--- src/rtl/cache_ctrl_pkg.sv ---
// Shared definitions for the N-way cache controller: FSM encodings, width
// helper and tree pseudo-LRU functions (trees up to 8 ways / 7 node bits).
package cache_ctrl_pkg;

  typedef logic [1:0] state_t;

  localparam state_t ST_LOOKUP     = 2'd0;
  localparam state_t ST_WRITE_BACK = 2'd1;
  localparam state_t ST_FILL       = 2'd2;

  localparam int PLRU_MAX_BITS = 7;

  function automatic int width_of(input int n);
    return (n > 1) ? $clog2(n) : 1;
  endfunction

  // Walk the heap-ordered tree from the root; each node bit selects the half holding the victim.
  function automatic logic [2:0] plru_victim(input logic [PLRU_MAX_BITS-1:0] bits, input int ways);
    logic [2:0] node;
    logic [2:0] way;
    logic       dir;
    int         lg;
    node = 3'd0;
    way  = 3'd0;
    lg   = $clog2(ways);
    for (int lvl = 0; lvl < 3; lvl++) begin
      if (lvl < lg) begin
        dir  = bits[node];
        way  = {way[1:0], dir};
        node = {node[1:0], 1'b0} + 3'd1 + {2'b00, dir};
      end
    end
    return way;
  endfunction

  function automatic logic [PLRU_MAX_BITS-1:0] plru_update(input logic [PLRU_MAX_BITS-1:0] bits,
                                                           input logic [2:0] way, input int ways);
    logic [PLRU_MAX_BITS-1:0] nb;
    logic [2:0]               node;
    logic [2:0]               ws;
    logic                     dir;
    int                       lg;
    nb   = bits;
    node = 3'd0;
    lg   = $clog2(ways);
    ws   = way << (3 - lg);
    for (int lvl = 0; lvl < 3; lvl++) begin
      if (lvl < lg) begin
        dir      = ws[2];
        nb[node] = ~dir;
        node     = {node[1:0], 1'b0} + 3'd1 + {2'b00, dir};
        ws       = {ws[1:0], 1'b0};
      end
    end
    return nb;
  endfunction

endpackage

--- src/rtl/cache_ctrl_nway_plru_array.sv ---
// Per-set tree pseudo-LRU storage: combinational victim read, one update per cycle.
import cache_ctrl_pkg::*;

module plru_array #(
  parameter int WAYS = 4,
  parameter int SETS = 8,
  localparam int SW = width_of(SETS),
  localparam int WW = width_of(WAYS)
) (
  input  logic          clk,
  input  logic          rst_n,
  input  logic [SW-1:0] rd_set,
  output logic [WW-1:0] victim,
  input  logic          upd_en,
  input  logic [SW-1:0] upd_set,
  input  logic [WW-1:0] upd_way
);

  localparam int PW = (WAYS > 1) ? WAYS - 1 : 1;

  logic [PW-1:0] tree_r [SETS];

  // Tree bit storage; with WAYS=1 the single dummy bit is never changed.
  always_ff @(posedge clk or negedge rst_n) begin
    if (!rst_n) begin
      for (int s = 0; s < SETS; s++) begin
        tree_r[s] <= {PW{1'b0}};
      end
    end else if (upd_en) begin
      tree_r[upd_set] <= PW'(plru_update(7'(tree_r[upd_set]), 3'(upd_way), WAYS));
    end
  end

  assign victim = WW'(plru_victim(7'(tree_r[rd_set]), WAYS));

endmodule

--- src/rtl/cache_ctrl_nway.sv ---
// Control FSM for an N-way set-associative cache with multi-beat write-back
// and fill bursts; hits respond in the lookup cycle.
import cache_ctrl_pkg::*;

module cache_ctrl_nway #(
  parameter int WAYS       = 4,
  parameter int SETS       = 8,
  parameter int LINE_BEATS = 4,
  parameter int WRITE_BACK = 1,
  localparam int SW = width_of(SETS),
  localparam int BW = width_of(LINE_BEATS),
  localparam int WW = width_of(WAYS)
) (
  input  logic            clk,
  input  logic            rst_n,
  input  logic            mem_read,
  input  logic            mem_write,
  input  logic [SW-1:0]   mem_set,
  input  logic [WAYS-1:0] hit_vec,
  input  logic [WAYS-1:0] valid_vec,
  input  logic [WAYS-1:0] dirty_vec,
  input  logic            pmem_resp,
  output logic            mem_resp,
  output logic            pmem_read,
  output logic            pmem_write,
  output logic            pmarmux_sel,
  output logic [BW-1:0]   beat_idx,
  output logic [WW-1:0]   victim_way,
  output logic            data_we,
  output logic            set_valid,
  output logic            set_dirty,
  output logic            clr_dirty
);

  localparam bit WB_EN = (WRITE_BACK != 0);
  localparam logic [BW-1:0] LAST_BEAT = BW'(LINE_BEATS - 1);

  state_t        state_r, state_n;
  logic [BW-1:0] beat_r, beat_n;
  logic [WW-1:0] victim_r, victim_n;
  logic [SW-1:0] set_r, set_n;

  logic          req_s, hit_s, last_beat_s, victim_dirty_s;
  logic [WW-1:0] hit_way_s, miss_victim_s, plru_victim_s;
  logic          plru_upd_en_s;
  logic [SW-1:0] plru_upd_set_s;
  logic [WW-1:0] plru_upd_way_s;
  logic          mem_resp_s, pmem_read_s, pmem_write_s, pmarmux_s;
  logic          data_we_s, set_valid_s, set_dirty_s, clr_dirty_s;

  plru_array #(.WAYS(WAYS), .SETS(SETS)) u_plru (
    .clk     (clk),
    .rst_n   (rst_n),
    .rd_set  (mem_set),
    .victim  (plru_victim_s),
    .upd_en  (plru_upd_en_s),
    .upd_set (plru_upd_set_s),
    .upd_way (plru_upd_way_s)
  );

  assign req_s       = mem_read | mem_write;
  assign hit_s       = |hit_vec;
  assign last_beat_s = (beat_r == LAST_BEAT);

  // Hit way encoding and victim choice: an empty way always beats the PLRU pick.
  always_comb begin
    hit_way_s     = {WW{1'b0}};
    miss_victim_s = plru_victim_s;
    for (int i = WAYS - 1; i >= 0; i--) begin
      hit_way_s     = hit_vec[i] ? WW'(i) : hit_way_s;
      miss_victim_s = valid_vec[i] ? miss_victim_s : WW'(i);
    end
  end

  assign victim_dirty_s = WB_EN & dirty_vec[miss_victim_s];

  // Next-state, burst sequencing and command decode.
  always_comb begin
    state_n        = state_r;
    beat_n         = beat_r;
    victim_n       = victim_r;
    set_n          = set_r;
    plru_upd_en_s  = 1'b0;
    plru_upd_set_s = mem_set;
    plru_upd_way_s = hit_way_s;
    mem_resp_s     = 1'b0;
    pmem_read_s    = 1'b0;
    pmem_write_s   = 1'b0;
    pmarmux_s      = 1'b0;
    data_we_s      = 1'b0;
    set_valid_s    = 1'b0;
    set_dirty_s    = 1'b0;
    clr_dirty_s    = 1'b0;
    case (state_r)
      ST_LOOKUP: begin
        if (req_s && hit_s) begin
          mem_resp_s    = 1'b1;
          set_dirty_s   = WB_EN & mem_write;
          plru_upd_en_s = 1'b1;
        end else if (req_s) begin
          victim_n = miss_victim_s;
          set_n    = mem_set;
          beat_n   = {BW{1'b0}};
          if (victim_dirty_s) begin
            state_n   = ST_WRITE_BACK;
            pmarmux_s = 1'b1;
          end else begin
            state_n = ST_FILL;
          end
        end else begin
          state_n = ST_LOOKUP;
        end
      end
      ST_WRITE_BACK: begin
        pmem_write_s = 1'b1;
        pmarmux_s    = 1'b1;
        if (pmem_resp && last_beat_s) begin
          beat_n  = {BW{1'b0}};
          state_n = ST_FILL;
        end else if (pmem_resp) begin
          beat_n = beat_r + BW'(1);
        end else begin
          beat_n = beat_r;
        end
      end
      ST_FILL: begin
        pmem_read_s = 1'b1;
        data_we_s   = pmem_resp;
        if (pmem_resp && last_beat_s) begin
          set_valid_s    = 1'b1;
          clr_dirty_s    = 1'b1;
          plru_upd_en_s  = 1'b1;
          plru_upd_set_s = set_r;
          plru_upd_way_s = victim_r;
          beat_n         = {BW{1'b0}};
          state_n        = ST_LOOKUP;
        end else if (pmem_resp) begin
          beat_n = beat_r + BW'(1);
        end else begin
          beat_n = beat_r;
        end
      end
      default: begin
        state_n = ST_LOOKUP;
        beat_n  = {BW{1'b0}};
      end
    endcase
  end

  // Controller state registers.
  always_ff @(posedge clk or negedge rst_n) begin
    if (!rst_n) begin
      state_r  <= ST_LOOKUP;
      beat_r   <= {BW{1'b0}};
      victim_r <= {WW{1'b0}};
      set_r    <= {SW{1'b0}};
    end else begin
      state_r  <= state_n;
      beat_r   <= beat_n;
      victim_r <= victim_n;
      set_r    <= set_n;
    end
  end

  // Gating with rst_n drops any pmem request the instant reset asserts.
  assign mem_resp    = rst_n & mem_resp_s;
  assign pmem_read   = rst_n & pmem_read_s;
  assign pmem_write  = rst_n & pmem_write_s;
  assign pmarmux_sel = rst_n & pmarmux_s;
  assign data_we     = rst_n & data_we_s;
  assign set_valid   = rst_n & set_valid_s;
  assign set_dirty   = rst_n & set_dirty_s;
  assign clr_dirty   = rst_n & clr_dirty_s;
  assign beat_idx    = beat_r;
  assign victim_way  = victim_r;

endmodule
--- config.mk ---
export PLATFORM = sky130hd
export DESIGN_NAME = cache_ctrl_nway
export DESIGN_NICKNAME = d
export VERILOG_FILES = /design/src/rtl/cache_ctrl_pkg.sv /design/src/rtl/cache_ctrl_nway_plru_array.sv /design/src/rtl/cache_ctrl_nway.sv
export SDC_FILE = /design/constraint.sdc
export NUM_CORES = 1
export LEC_CHECK = 0
export BUFFER_PORTS_ARGS = -buffer_cell sky130_fd_sc_hd__buf_2
export CORE_ASPECT_RATIO = 0.75
export CORE_UTILIZATION = 61
export DETAILED_ROUTE_END_ITERATION = 12
export MAX_ROUTING_LAYER = met4
export PLACE_DENSITY = 0.92
export RECOVER_POWER = 50
export SYNTH_ARGS = -nofsm -noshare
export SYNTH_HDL_FRONTEND = slang
export SYNTH_SLANG_ARGS = --single-unit
--- constraint.sdc ---
create_clock -name clk -period 7.5 [get_ports clk]
set_clock_uncertainty 0.1 [all_clocks]
set_input_delay 0.75 -clock clk [delete_from_list [all_inputs] [get_ports clk]]
set_output_delay 0.75 -clock clk [all_outputs]
set_load 0.01 [all_outputs]
# Word level (Yosys, flattened, before mapping)
# Cells that the tools add are included.
# Widths: inputs -> output; s select.
[totals]
register_bits = 33
inputBits = 20
output_inout_bits = 12
word_cells = 110
[classes]
n_addsub = 3
magnitude_cmp = 7
n_eq_ne = 8
muxes = 57
n_bitwise = 13
reduce_logical = 10
[op_table]
columns = ["operator", "n"]
rows = [
  ["$mux 2", 19],
  ["$mux 3", 10],
  ["$bwmux 24", 1],
  ["$bmux 3 s3", 2],
  ["$mux 1", 16],
  ["$demux 3 s3", 1],
  ["$reduce_and 3->1", 3],
  ["$ge 4x4->1 const B", 2],
  ["$lt 3x4->1 const B", 2],
  ["$ne 2x2->1 const B", 4],
  ["$not 3->4", 2],
  ["$and 1x1->1", 7],
  ["$bwmux 7", 1],
  ["$pmux 2 s3", 1],
  ["$add 1x1->2 const A", 2],
  ["$eq 2x2->1 const B", 2],
  ["$logic_and 1x1->1", 4],
  ["$lt 4x1->1 const B", 1],
  ["$pmux 1 s2", 2],
  ["$pmux 2 s2", 1],
  ["$reduce_or 4->1", 1],
  ["$bmux 1 s3", 1],
  ["$demux 1 s3", 1],
  ["$ge 3x1->1 const B", 1],
  ["9 further kinds", 11],
]

# Logic depth before layout (Yosys ltp)
[logic_depth]
depth_word = 18
mapped_depth = 10
ltp_nobuf = 8

# Cells and area by module
# A second synthesis with hierarchy kept.
[hier_totals]
hier_cells = 183
hier_area_um2 = 2021.9
[modules_own_cells]
columns = ["module", "instances", "cells_per_inst", "area_each_um2", "seq_area_each_um2"]
rows = [
  ["plru_array", 1, 111, 1311.3, 600.6],
  ["cache_ctrl_nway", 1, 72, 710.7, 225.2],
]

# Least setup slack after synthesis
# OpenSTA, ideal clock, no wires.
[synth_timing]
path_kind = "input port to output port"
startpoint = "input mem_set[0]"
endpoint = "output pmarmux_sel"
arrival_ns = 2.473
required_time_ns = 6.650
slack_ns = 4.177
cell_stages = 8
path_buffers = 2
cell_sequence = "buf_6 -> buf_8 -> mux4_1 -> mux2_2 -> nor3b_2 -> a21oi_1 -> a32o_1 -> o21bai_1"
[synth_between]
elab_chain_len = 18
[synth_lines]
columns = ["item", "line_no", "source"]
rows = [
  ["from (decl)", "cache_ctrl_nway.sv:18", "input logic [SW-1:0] mem_set,"],
  ["$not 3->4 (implied by the code) (*)", "cache_ctrl_nway_plru_array.sv:34", "assign victim = WW'(plru_victim(7'(tree_r[rd_set]), WAYS));"],
  ["$bmux 3 s3 (*)", "cache_ctrl_nway_plru_array.sv:34", ""],
  ["$mux 3 (implied by the code) (*) (2 in a row)", "cache_ctrl_nway_plru_array.sv:34", ""],
  ["$add 1x1->2", "cache_ctrl_pkg.sv:30", "node = {node[1:0], 1'b0} + 3'd1 + {2'b00, dir};"],
  ["$bmux 1 s3", "cache_ctrl_pkg.sv:28", "dir = bits[node];"],
  ["$mux 1 (implied by the code)", "cache_ctrl_pkg.sv:28", ""],
  ["$mux 2 (*) (4 in a row)", "cache_ctrl_nway.sv:71", "miss_victim_s = valid_vec[i] ? miss_victim_s : WW'(i);"],
  ["$bmux 1 s2 (*)", "cache_ctrl_nway.sv:75", "assign victim_dirty_s = WB_EN & dirty_vec[miss_victim_s];"],
  ["$mux 1 (implied by the code) (*)", "cache_ctrl_nway.sv:75", ""],
  ["$mux 1 (*)", "cache_ctrl_nway.sv:104", "if (victim_dirty_s) begin"],
  ["$mux 1 (*)", "cache_ctrl_nway.sv:100", "end else if (req_s) begin"],
  ["$mux 1 (*)", "cache_ctrl_nway.sv:96", "if (req_s && hit_s) begin"],
  ["$pmux 1 s2 (*)", "cache_ctrl_nway.sv:94", "case (state_r)"],
  ["$and 1x1->1 (*)", "cache_ctrl_nway.sv:169", "assign pmarmux_sel = rst_n & pmarmux_s;"],
  ["to (decl)", "cache_ctrl_nway.sv:26", "output logic pmarmux_sel,"],
]
# Mark *: on every way between the ends. The rest lies on a longest branch, timed or not. The select of a mux whose other input is x is not followed.

# Worst setup path in the final report
# Same ends and word-level chain as after synthesis.

==> results_dict.tcl <==
set metrics [dict create \
    setup_viol 0 \
    worstMarginPinSlew_ns 1.946 \
    post_drt_wl_per_cell_um 17.85 \
    seq_area_frac_synth_pct 39.50 \
    synthAdderAreaFrac_pct 2.394 \
    drcViolationCount 0 \
    tns_ns 0 \
    cp_slowest_cell "mux4_1" \
    seq_area_um2 825.8 \
    cts_root_buf "clkbuf_8" \
    ys_ff_latch 33 \
    cts_tree "built" \
    ant_nets 0 \
    syn_inst 178 \
    die_y_um 52.70 \
    drive_gt1_share_pct 31.43 \
    power.leakage_nw 1.049 \
    final_core_util_pct 71.12 \
    cp_max_fo 14 \
    power_density_nw_per_um2 335.2 \
    hold_buffers 0 \
    ff2ff_setup_slack_ns 4.07 \
    hold_start "u_plru.tree_r[2]" \
    reg2reg_from "state_r[0]" \
    hpwl_mm 3.208 \
    wl_met3_um 355 \
    diodes 0 \
    fillers 239 \
    avgSynthCellArea_um2 11.75 \
    drv_cap 1 \
    path_clk_slew_ns 0.06 \
    via_per_inst 6.444 \
    critPathTopFamily "multiplexers" \
    cpMostUsedCell "buf_2" \
    grt_max_degree 40 \
    dp_cells 243 \
    power_mw 0.7838 \
    hp-class "flip-flop to flip-flop" \
    initial_core_util_pct 63.58 \
    numCtsBuffers 5 \
    m1WireLength_mm 2.053 \
    die_area_um2 3668 \
    grt.overflow.total 0 \
    vias 1611 \
    synth_xor_area_share_pct 0 \
    drt_first_pass_iters 4 \
    synth_top_cell_area_share_pct 39.50 \
    wirelength_mm 4.463 \
    cts_setup_buffers 0 \
    numClockSinks 33 \
    drtIter0Drc 163 \
    relSlewSlack_pct -29.75 \
    start_kind "primary input" \
    track_usage_pct 26.84 \
    gp_congestion 0.9160 \
    maxSlewViolCount 40 \
    worstPathRequired_ns 6.65 \
    violations "capacitance limit, slew limit" \
    final_hold_viol_count 0 \
    crit_type "primary input to output port" \
    synthSimpleGateAreaFrac_pct 13.23 \
    syn2layout_area_growth_pct 11.85 \
    syn-num-nets 202 \
    path_cells "buf_2 > mux4_1 > mux2_2 > nor3b_2 > a21oi_1 > a32o_1 > o21bai_1 > buf_2" \
    worst-endpoint-arrival_ns 2.78 \
    final_nets 234 \
    grt_pass1_wl_mm 7.217 \
    met2_length_mm 2.023 \
    top_layer "met4" \
    period_share_pct 48.34 \
    max_freq_mhz 275.8 \
    synth_area_um2 2091 \
    multi_input_area_um2 1189 \
    synth_compound_gate_area_share_pct 7.720 \
    htree_levels 2 \
    rsz0062_at_grt "no" \
    antenna_found_initial 0 \
    slowest_delay_ns 0.61 \
    grt_pass1_vias 1455 \
    muxShareOfSynthArea_pct 33.51 \
    io_pins 32 \
    die_w_um 69.60 \
    core-area_um2 3288 \
    ys_types 39 \
    netlist_top_cells_area "dfrtp_1 (39%), mux2_2 (16%), mux4_1 (11%)" \
    ys_warn_count 0 \
    cts_resized 0 \
    synth_largest_area_cell "dfrtp_1" \
    min_period_ns 3.626 \
    port_buffers 31 \
    fp-row-count 18 \
    peakVddDrop_mv 0.1760 \
    final_cells 250 \
    max-clock-path-buffers 2 \
    synth_top_family_by_area "multiplexers" \
    endpoint_kind "output port" \
    crit_buf_inv 2 \
    clock_latency_ns 0.28 \
    status "complete, but fails checks" \
    startpoint "mem_set[0]" \
]
per-layer routing:
layer	vias to the layer above	track usage, %
met5	-	-
met4	0	5.102
met3	5	6.538
met2	86	38.67
met1	786	38.88
li1	734	-
worst reg2reg max path, delay by kind of cell, from the launching register on:
kind	cells	cell delay, ns
compound gates	1	0.21
fa+ha+maj	1	0.25
buf+inv	1	0.13
flops	1	0.39
mux	4	1.84
simple gates	1	0.39
cell families (layout without fill, tap and decap cells):
family / count (synthesis) / after routing
AOI/OAI and AO/OA: 26 / 26
buffers and inverters: 12 / 44
and+or+nand+nor: 53 / 53
adders and majority gates: 4 / 4
muxes: 50 / 50
DFF: 33 / 33
final timing paths:
kind                                          end  cells past startpoint
worst max-delay path                  pmarmux_sel                      8
worst min-delay path             u_plru.tree_r[2]                      1
worst max register to register   u_plru.tree_r[1]                      8
worst min register to register   u_plru.tree_r[2]                      1
max in group asynchronous             beat_idx[1]                      1
min in group asynchronous       u_plru.tree_r[14]                      1
cell usage in the layout, fill, tap and decap left out, types with 2 or more instances in the layout:
| master | synthesis | layout |
|---|---|---|
| mux4_1 | 9 | 9 |
| o21ai_0 | 6 | 6 |
| inv_1 | 6 | 6 |
| dfrtp_1 | 33 | 33 |
| mux2_2 | 30 | 30 |
| mux2i_1 | 9 | 9 |
| nand3b_1 | 4 | 4 |
| nand2b_1 | 2 | 2 |
| a21oi_1 | 9 | 9 |
| nand3_1 | 4 | 4 |
| and3_1 | 6 | 6 |
| clkbuf_1 | 1 | 6 |
| clkbuf_8 | 0 | 5 |
| nor3_1 | 3 | 3 |
| nand2_1 | 7 | 7 |
| buf_2 | 1 | 25 |
| and2_1 | 4 | 4 |
| nor2_1 | 17 | 17 |
| a31oi_1 | 2 | 2 |
| ha_1 | 4 | 4 |
layout make-up:
class	instances	area share, %
Sequential cell	33	35.31
Timing Repair Buffer	31	6.314
Clock buffer	5	2.943
Inverter	6	0.9631
Tap cell	40	2.140
Multi-Input combinational cell	133	50.83
Clock inverter	2	1.498
Yosys cell counts, drive strengths merged:
cell type and instances:
o21ai 7, nor4 1, a32o 1, nand4 1, ha 4, nor3b 1, nand2b 2, clkbuf 1
nand3 4, nor4b 1, and3 6, o41a 1, or3 1, nor3 3, nor2b 1, dfrtp 33
a221oi 1, a22o 1, mux2i 10, o22ai 1, and2 4, nand3b 4, mux4 10, a21o 1
nand2 7, inv 6, o21bai 1, a21oi 10, a31oi 2, mux2 30, buf 5, nor2 17
metrics by stage:
step / setup WS [ns] / hold WS, ns / area [um^2]
3_5_place_dp: 3.900 / 0.4151 / 2242
4_1_cts: 3.882 / 0.4301 / 2346
5_1_grt: 3.622 / 0.4496 / 2338
2_1_floorplan: 4.177 / 0.3544 / 2091
6_report: 3.874 / 0.4303 / 2338
3_3_place_gp: 3.983 / 0.3915 / 2242
registers in the layout (all words and copies together), names as in the netlist:
| signal | flops |
|---|---|
| beat_idx | 2 |
| u_plru.tree_r | 24 |
| state_r | 2 |
| victim_way | 2 |
| set_r | 3 |
where the power goes:
group          leakage [nW]  internal (mW)  switching, mW
sequential            0.394          0.262         0.0717
clock                0.0540         0.0965         0.0637
combinational         0.601          0.161          0.129
total                  1.05          0.519          0.265
Note: power is estimated with default switching activity, not from simulation.
